**config.mk**
```make
export PLATFORM = sky130hd
export DESIGN_NAME = multicycle_ctrl_seq
export DESIGN_NICKNAME = d
export VERILOG_FILES = /design/src/rtl/ctrl_pkg.sv /design/src/rtl/ctrl_decode.sv /design/src/rtl/multicycle_ctrl_seq.sv
export SDC_FILE = /design/constraint.sdc
export NUM_CORES = 1
export LEC_CHECK = 0
export CAP_MARGIN = 40
export CORE_MARGIN = 2
export CORE_UTILIZATION = 42
export DETAILED_ROUTE_END_ITERATION = 12
export HOLD_SLACK_MARGIN = 0.03
export PLACE_DENSITY = 0.84
export SYNTH_ARGS = -nofsm -noshare
export SYNTH_HDL_FRONTEND = slang
export SYNTH_SLANG_ARGS = --single-unit
```
**constraint.sdc**
```tcl
create_clock -name clk -period 2.08 [get_ports clk]
set_input_delay 0.208 -clock clk [delete_from_list [all_inputs] [get_ports clk]]
set_output_delay 0.208 -clock clk [all_outputs]
set_load 0.005 [all_outputs]
```
**src/rtl/ctrl_pkg.sv**
```systemverilog
// Shared encodings for the multicycle control sequencer: state codes, opcode/funct
// values, mux selects and exception causes. Optional mult/div states exist only with MULTDIV_WAIT_EN.
package ctrl_pkg;

  typedef enum logic [3:0] {
    ST_RESET    = 4'd0,
    ST_FETCH    = 4'd1,
    ST_DECODE   = 4'd2,
    ST_EXEC_R   = 4'd3,
    ST_WB_R     = 4'd4,
    ST_EXEC_I   = 4'd5,
    ST_WB_I     = 4'd6,
    ST_MEM_ADDR = 4'd7,
    ST_MEM_RD   = 4'd8,
    ST_WB_MEM   = 4'd9,
    ST_MEM_WR   = 4'd10,
    ST_BRANCH   = 4'd11,
    ST_JUMP     = 4'd12,
    ST_EXCEPT   = 4'd13
`ifdef MULTDIV_WAIT_EN
    ,
    ST_EXEC_MD  = 4'd14,
    ST_MD_WAIT  = 4'd15
`endif
  } state_e;

  localparam logic [5:0] OP_RTYPE = 6'h00;
  localparam logic [5:0] OP_J     = 6'h02;
  localparam logic [5:0] OP_BEQ   = 6'h04;
  localparam logic [5:0] OP_ADDI  = 6'h08;
  localparam logic [5:0] OP_LW    = 6'h23;
  localparam logic [5:0] OP_SW    = 6'h2B;

  localparam logic [5:0] FN_MULT  = 6'h18;
  localparam logic [5:0] FN_DIV   = 6'h1A;
  localparam logic [5:0] FN_ADD   = 6'h20;
  localparam logic [5:0] FN_SUB   = 6'h22;
  localparam logic [5:0] FN_AND   = 6'h24;
  localparam logic [5:0] FN_OR    = 6'h25;

  localparam logic [2:0] ALU_ADD = 3'b000;
  localparam logic [2:0] ALU_SUB = 3'b001;
  localparam logic [2:0] ALU_AND = 3'b010;
  localparam logic [2:0] ALU_OR  = 3'b011;

  localparam logic [2:0] SRCB_REGB    = 3'b000;
  localparam logic [2:0] SRCB_FOUR    = 3'b001;
  localparam logic [2:0] SRCB_IMM     = 3'b010;
  localparam logic [2:0] SRCB_IMM_SH2 = 3'b011;

  localparam logic [1:0] PC_ALU    = 2'b00;
  localparam logic [1:0] PC_ALUOUT = 2'b01;
  localparam logic [1:0] PC_JUMP   = 2'b10;
  localparam logic [1:0] PC_EXC    = 2'b11;

  localparam logic [1:0] CAUSE_NONE    = 2'b00;
  localparam logic [1:0] CAUSE_INVALID = 2'b01;
  localparam logic [1:0] CAUSE_OVF     = 2'b10;

  function automatic logic [2:0] funct_to_alu_op(input logic [5:0] fn);
    case (fn)
      FN_SUB:  return ALU_SUB;
      FN_AND:  return ALU_AND;
      FN_OR:   return ALU_OR;
      default: return ALU_ADD;
    endcase
  endfunction

endpackage

```
**src/rtl/ctrl_decode.sv**
```systemverilog
// Combinational opcode/funct classifier. mult/div functs are recognised only when
// MULTDIV_WAIT_EN is defined; otherwise they fall into is_invalid.
module ctrl_decode
  import ctrl_pkg::*;
(
  input  logic [5:0] opcode,
  input  logic [5:0] funct,
  output logic       is_r,
  output logic       is_addi,
  output logic       is_lw,
  output logic       is_sw,
  output logic       is_beq,
  output logic       is_j,
  output logic       is_md,
  output logic       is_invalid
);

  always_comb begin
    is_r       = 1'b0;
    is_addi    = 1'b0;
    is_lw      = 1'b0;
    is_sw      = 1'b0;
    is_beq     = 1'b0;
    is_j       = 1'b0;
    is_md      = 1'b0;
    is_invalid = 1'b0;
    case (opcode)
      OP_RTYPE: begin
        case (funct)
          FN_ADD, FN_SUB, FN_AND, FN_OR: is_r = 1'b1;
`ifdef MULTDIV_WAIT_EN
          FN_MULT, FN_DIV:               is_md = 1'b1;
`endif
          default:                       is_invalid = 1'b1;
        endcase
      end
      OP_ADDI: is_addi    = 1'b1;
      OP_LW:   is_lw      = 1'b1;
      OP_SW:   is_sw      = 1'b1;
      OP_BEQ:  is_beq     = 1'b1;
      OP_J:    is_j       = 1'b1;
      default: is_invalid = 1'b1;
    endcase
  end

endmodule

```
**src/rtl/multicycle_ctrl_seq.sv**
```systemverilog
// Control FSM for the multicycle datapath (fetch/decode/execute/memory/writeback).
// Optional mult/div wait states are enabled by defining MULTDIV_WAIT_EN.
module multicycle_ctrl_seq
  import ctrl_pkg::*;
#(
  parameter int MEM_LAT = 1,
  parameter int CNT_W   = 3
) (
  input  logic       clk,
  input  logic       reset_n,
  input  logic [5:0] opcode,
  input  logic [5:0] funct,
  input  logic       zero,
  input  logic       overflow,
  input  logic       md_done,
  output logic [2:0] alu_src_b,
  output logic       alu_src_a,
  output logic [2:0] alu_op,
  output logic [1:0] pc_src,
  output logic       pc_write,
  output logic       ir_write,
  output logic       mem_rd,
  output logic       mem_wr,
  output logic       aluout_write,
  output logic       reg_write,
  output logic       reg_dst,
  output logic       mem_to_reg,
  output logic       epc_write,
  output logic [1:0] exc_cause,
  output logic       md_start,
  output logic [3:0] state_o
);

  localparam logic [CNT_W-1:0] LAT_LAST = CNT_W'(MEM_LAT - 1);

  state_e           state_q, state_d;
  logic [CNT_W-1:0] lat_cnt_q, lat_cnt_d;
  logic [1:0]       exc_cause_q, exc_cause_d;
  logic             lat_last;

  logic is_r, is_addi, is_lw, is_sw, is_beq, is_j, is_md, is_invalid;

  ctrl_decode u_decode (
    .opcode     (opcode),
    .funct      (funct),
    .is_r       (is_r),
    .is_addi    (is_addi),
    .is_lw      (is_lw),
    .is_sw      (is_sw),
    .is_beq     (is_beq),
    .is_j       (is_j),
    .is_md      (is_md),
    .is_invalid (is_invalid)
  );

  assign lat_last  = (lat_cnt_q == LAT_LAST);
  assign exc_cause = exc_cause_q;
  assign state_o   = state_q;

  always_ff @(posedge clk or negedge reset_n) begin
    if (!reset_n) begin
      state_q     <= ST_RESET;
      lat_cnt_q   <= '0;
      exc_cause_q <= CAUSE_NONE;
    end else begin
      state_q     <= state_d;
      lat_cnt_q   <= lat_cnt_d;
      exc_cause_q <= exc_cause_d;
    end
  end

  always_comb begin
    state_d      = state_q;
    exc_cause_d  = exc_cause_q;
    alu_src_b    = SRCB_REGB;
    alu_src_a    = 1'b0;
    alu_op       = ALU_ADD;
    pc_src       = PC_ALU;
    pc_write     = 1'b0;
    ir_write     = 1'b0;
    mem_rd       = 1'b0;
    mem_wr       = 1'b0;
    aluout_write = 1'b0;
    reg_write    = 1'b0;
    reg_dst      = 1'b0;
    mem_to_reg   = 1'b0;
    epc_write    = 1'b0;
`ifdef MULTDIV_WAIT_EN
    md_start     = 1'b0;
`endif
    case (state_q)
      ST_RESET: state_d = ST_FETCH;
      ST_FETCH: begin
        mem_rd = 1'b1;
        if (lat_last) begin
          ir_write  = 1'b1;
          pc_write  = 1'b1;
          alu_src_b = SRCB_FOUR;
          state_d   = ST_DECODE;
        end
      end
      ST_DECODE: begin
        // Speculatively compute the branch target while the opcode is classified.
        alu_src_b    = SRCB_IMM_SH2;
        aluout_write = 1'b1;
        if (is_r)                 state_d = ST_EXEC_R;
        else if (is_addi)         state_d = ST_EXEC_I;
        else if (is_lw || is_sw)  state_d = ST_MEM_ADDR;
        else if (is_beq)          state_d = ST_BRANCH;
        else if (is_j)            state_d = ST_JUMP;
`ifdef MULTDIV_WAIT_EN
        else if (is_md)           state_d = ST_EXEC_MD;
`endif
        else begin
          state_d     = ST_EXCEPT;
          exc_cause_d = CAUSE_INVALID;
        end
      end
      ST_EXEC_R: begin
        alu_src_a    = 1'b1;
        alu_op       = funct_to_alu_op(funct);
        aluout_write = 1'b1;
        if (overflow && (funct == FN_ADD || funct == FN_SUB)) begin
          state_d     = ST_EXCEPT;
          exc_cause_d = CAUSE_OVF;
        end else begin
          state_d = ST_WB_R;
        end
      end
      ST_WB_R: begin
        reg_write = 1'b1;
        reg_dst   = 1'b1;
        state_d   = ST_FETCH;
      end
      ST_EXEC_I: begin
        alu_src_a    = 1'b1;
        alu_src_b    = SRCB_IMM;
        aluout_write = 1'b1;
        if (overflow) begin
          state_d     = ST_EXCEPT;
          exc_cause_d = CAUSE_OVF;
        end else begin
          state_d = ST_WB_I;
        end
      end
      ST_WB_I: begin
        reg_write = 1'b1;
        state_d   = ST_FETCH;
      end
      ST_MEM_ADDR: begin
        alu_src_a    = 1'b1;
        alu_src_b    = SRCB_IMM;
        aluout_write = 1'b1;
        state_d      = is_lw ? ST_MEM_RD : ST_MEM_WR;
      end
      ST_MEM_RD: begin
        mem_rd = 1'b1;
        if (lat_last) state_d = ST_WB_MEM;
      end
      ST_WB_MEM: begin
        reg_write  = 1'b1;
        mem_to_reg = 1'b1;
        state_d    = ST_FETCH;
      end
      ST_MEM_WR: begin
        mem_wr  = 1'b1;
        state_d = ST_FETCH;
      end
      ST_BRANCH: begin
        alu_src_a = 1'b1;
        alu_op    = ALU_SUB;
        pc_src    = PC_ALUOUT;
        pc_write  = zero;
        state_d   = ST_FETCH;
      end
      ST_JUMP: begin
        pc_src   = PC_JUMP;
        pc_write = 1'b1;
        state_d  = ST_FETCH;
      end
      ST_EXCEPT: begin
        epc_write = 1'b1;
        pc_src    = PC_EXC;
        pc_write  = 1'b1;
        state_d   = ST_FETCH;
      end
`ifdef MULTDIV_WAIT_EN
      ST_EXEC_MD: begin
        md_start = 1'b1;
        state_d  = ST_MD_WAIT;
      end
      ST_MD_WAIT: begin
        if (md_done) state_d = ST_FETCH;
      end
`endif
      default: state_d = ST_RESET;
    endcase

    // The latency counter only advances while a multi-cycle memory access is pending.
    if (state_d != state_q)
      lat_cnt_d = '0;
    else if (state_q == ST_FETCH || state_q == ST_MEM_RD)
      lat_cnt_d = lat_cnt_q + CNT_W'(1);
    else
      lat_cnt_d = lat_cnt_q;
  end

`ifndef MULTDIV_WAIT_EN
  logic unused_md;
  assign unused_md = ^{md_done, is_md};
  assign md_start  = 1'b0;
`endif

endmodule
```
==> impl_metrics.tcl <==
set metrics [dict create \
    multi_input_gate_area_in_the_final_layout_sq_um 769 \
    final_core_utilization_pct 74.4 \
    final-seq-area_sq_um 225 \
    postSynthRegisterBits 9 \
    final_min_period_over_clock_period_pct 99.5 \
    cpLargestDelayFamily "buffers and inverters" \
    initial_utilization_pct 44.3 \
    synth_largest_type_area_fraction_pct 23.2 \
    tritoncts "built" \
    crit_path_class "reg -> out" \
    die-width_um 52.1 \
    tritoncts.num_buffers 3 \
    core_region_area_sq_um 2190 \
    route.antenna.remaining_nets 0 \
    numPortBuffers 37 \
    track_usage_pct 25.0 \
    synth_cells 126 \
    cts.root.buffer_cell "sky130_fd_sc_hd__clkbuf_4" \
    path_common_cell "sky130_fd_sc_hd__buf_4" \
    cpPeakStageDelay_ns 0.49 \
    fill_cells 157 \
    slew_headroom_pct 67.0 \
    antenna_found_initial 0 \
    synth.largest_area_cell "sky130_fd_sc_hd__dfrtp_1" \
    top_level_ports 42 \
    max_cap_viols 0 \
    worstPathArrival_ns 1.86 \
    worstSkewPairLatency_ns 0.26 \
    synth.yosys.seq_area_share_pct 23.2 \
    dr_total_vias 1213 \
    cts-root-to-sink-buffers 2 \
    drt_wl_total_um 3240 \
    post_synth_main_area_contributors "sky130_fd_sc_hd__dfrtp_1 (23%), sky130_fd_sc_hd__nand2b_1 (5.8%), sky130_fd_sc_hd__a21oi_1 (5.2%), sky130_fd_sc_hd__nor2b_1 (3.2%), sky130_fd_sc_hd__nor4_1 (3.2%)" \
    max-vdd-ir-drop_mv 0.800 \
    timing_worst_slew_pin_value_ns 0.491 \
    critPathCaptureType "output pin" \
    finalHoldViolations 0 \
    synth_async_sr_flop_share_pct 100 \
    grt_pass1_vias 1133 \
    drive_gt1_share_pct 25.7 \
    grt_first_pass_wirelength_um 5140 \
    largest_net_degree_at_the_start_of_global_routing 24 \
    worst-path-max-fanout 11 \
    detailed_routing_iteration_count_for_the_pre_antenna_repair_pass 4 \
    routability_driven_placement_congestion_ratio 0.859 \
    postLayoutSetupSlackWorst_ns 0.00994 \
    drc_errors 0 \
    postPlaceCellArea_sq_um 1440 \
    report.final.setup_viol 0 \
    ctsHtreeMaxLevel 1 \
    rsz0062_at_grt "yes" \
    diodes 0 \
    critical_path.slowest_cell "sky130_fd_sc_hd__clkdlybuf4s50_1" \
    power.density_nw_per_um2 1230 \
    rows 17 \
    cp_bufs_invs 3 \
    numClockSinks 9 \
    ys.flop_type "sky130_fd_sc_hd__dfrtp_1" \
    clkSlewWorstSetupHoldPaths_ns 0.07 \
    leakagePower_nw 0.699 \
    final.min_clock_period_ns 2.07 \
    area.growth.synth_to_final_pct 68.1 \
    yosys_warnings 0 \
    drt_iter0_markers 37 \
    number_of_enable_flip_flop_cells_after_synthesis 0 \
    place_worst_setup_slack_ns -0.195 \
    worst_min_delay_path_category "in -> async" \
    fp.dieArea_sq_um 2710 \
    dpl.hpwl_um 2250 \
    max_freq_mhz 483 \
    die_span_in_y_um 52.1 \
    cp_cell_sequence "buf_4, nand2b_4, nor4_4, buf_4, clkdlybuf4s50_1" \
    grt_remaining_overflow 0 \
    power.total_mw 2.00 \
    cp_data_required_time_ns 1.87 \
    post-route-cell-area_sq_um 1630 \
    syn_avg_cell_area_sq_um 7.70 \
    slew_viol_final 0 \
    routedWlPerCell_um 15.6 \
    syn-cell-area_sq_um 970 \
    route.detailed.vias_per_inst 5.86 \
    final_nets 199 \
    clk_skew_ns 0.00888 \
    run_status "finished, final reports clean" \
    crit_path_start_kind "register" \
    synth.lib_cells_used.distinct 48 \
    cts_hold_buf 0 \
]
repair_timing:
item,4_1_cts,5_1_grt
buffers inserted,5,1
cloned,1,0
resized for setup,10,16
endpoints found under the setup margin,4,10
pin swaps,1,5
worst register-to-register path, delay by kind of cell, from the launching register on:
kind                   cells  cell delay (ns)
DFF                        1             0.40
AOI/OAI and AO/OA          2             0.29
and+or+nand+nor            2             0.85
buffers and inverters      2             0.40
layout by cell type, fill, tap and decap left out, types with 3 or more instances in the layout:
| cell | n |
|---|---|
| sky130_fd_sc_hd__nand2b_4 | 3 |
| sky130_fd_sc_hd__inv_1 | 3 |
| sky130_fd_sc_hd__clkbuf_4 | 3 |
| sky130_fd_sc_hd__nor2_1 | 6 |
| sky130_fd_sc_hd__nand2_1 | 5 |
| sky130_fd_sc_hd__nor3_1 | 6 |
| sky130_fd_sc_hd__dfrtp_1 | 9 |
| sky130_fd_sc_hd__nand2b_1 | 5 |
| sky130_fd_sc_hd__nor4_1 | 3 |
| sky130_fd_sc_hd__buf_4 | 20 |
| sky130_fd_sc_hd__clkdlybuf4s50_1 | 33 |
| sky130_fd_sc_hd__a21oi_1 | 9 |
| sky130_fd_sc_hd__nand3_1 | 4 |
| sky130_fd_sc_hd__a211oi_1 | 3 |
| sky130_fd_sc_hd__conb_1 | 3 |
| sky130_fd_sc_hd__nor2b_1 | 5 |
cells by family after synthesis:
| kind of cell | after synthesis | synth area share [%] |
|---|---|---|
| xor+xnor | 3 | 2.71 |
| fa+ha+maj | 2 | 2.58 |
| buf+inv | 16 | 7.36 |
| simple gates | 57 | 35.0 |
| compound gates | 36 | 26.7 |
| flops | 9 | 23.2 |
| mux | 2 | 2.06 |
| other cells | 1 | 0.387 |
Yosys cell counts (all sizes together), types with 2 or more instances:
library cell,number
a211oi,3
a21oi,10
a22o,2
and3b,2
buf,4
clkbuf,7
dfrtp,9
ha,2
inv,5
mux2i,2
nand2,6
nand2b,9
nand3,4
nor2,8
nor2b,5
nor3,6
nor3b,3
nor4,5
o21a,2
o21ai,4
o2bb2ai,2
o31ai,2
or4b,2
xor2,2
power breakdown:
| group | internal, mW | switching [mW] |
|---|---|---|
| Sequential | 0.237 | 0.0448 |
| Clock | 0.0739 | 0.0650 |
| Combinational | 0.846 | 0.733 |
sequential cells by signal, summed over array words and instances, names as in the netlist:
signal / flops
state_o: 4
lat_cnt_q: 3
exc_cause: 2
layer usage:
metal  GRT usage, %  up-vias  part of all wire, %
met2           42.4       62                   49
met5              0        -                    0
met4           6.14        0                  2.2
met1           33.2      566                   41
li1               -      575                    -
met3           3.45       10                  7.4
stage by stage:
step / instances / TNS [ns] / hold slack, ns
after floorplan: 128 / 0 / -0.0876
after global placement: 197 / -0.126 / 0.476
after detailed placement: 197 / -0.202 / 0.490
after CTS: 207 / -0.0341 / 0.259
after global routing: 207 / -0.268 / 0.305
final: 207 / 0 / 0.261
path summary, 6_finish.rpt:
check	start	endpoint	slack, ns	depth (start not counted)
worst min-delay path	reset_n	exc_cause[1]	0.26	1
min in group clk	exc_cause[0]	exc_cause[0]	0.51	1
worst min register to register	exc_cause[0]	exc_cause[0]	0.51	1
worst max register to register	state_o[0]	lat_cnt_q[2]	0.03	6
max in group asynchronous	reset_n	lat_cnt_q[2]	1.49	1
worst max-delay path	state_o[0]	ir_write	0.01	5
final cells by class:
class | instances | area share [%]
Inverter | 5 | 1.15
Tap cell | 28 | 2.15
Sequential cell | 9 | 13.8
Timing Repair Buffer | 58 | 34.1
Clock buffer | 4 | 1.61
Multi-Input combinational cell | 103 | 47.2
No activity file was read; power rests on OpenSTA's default activity.
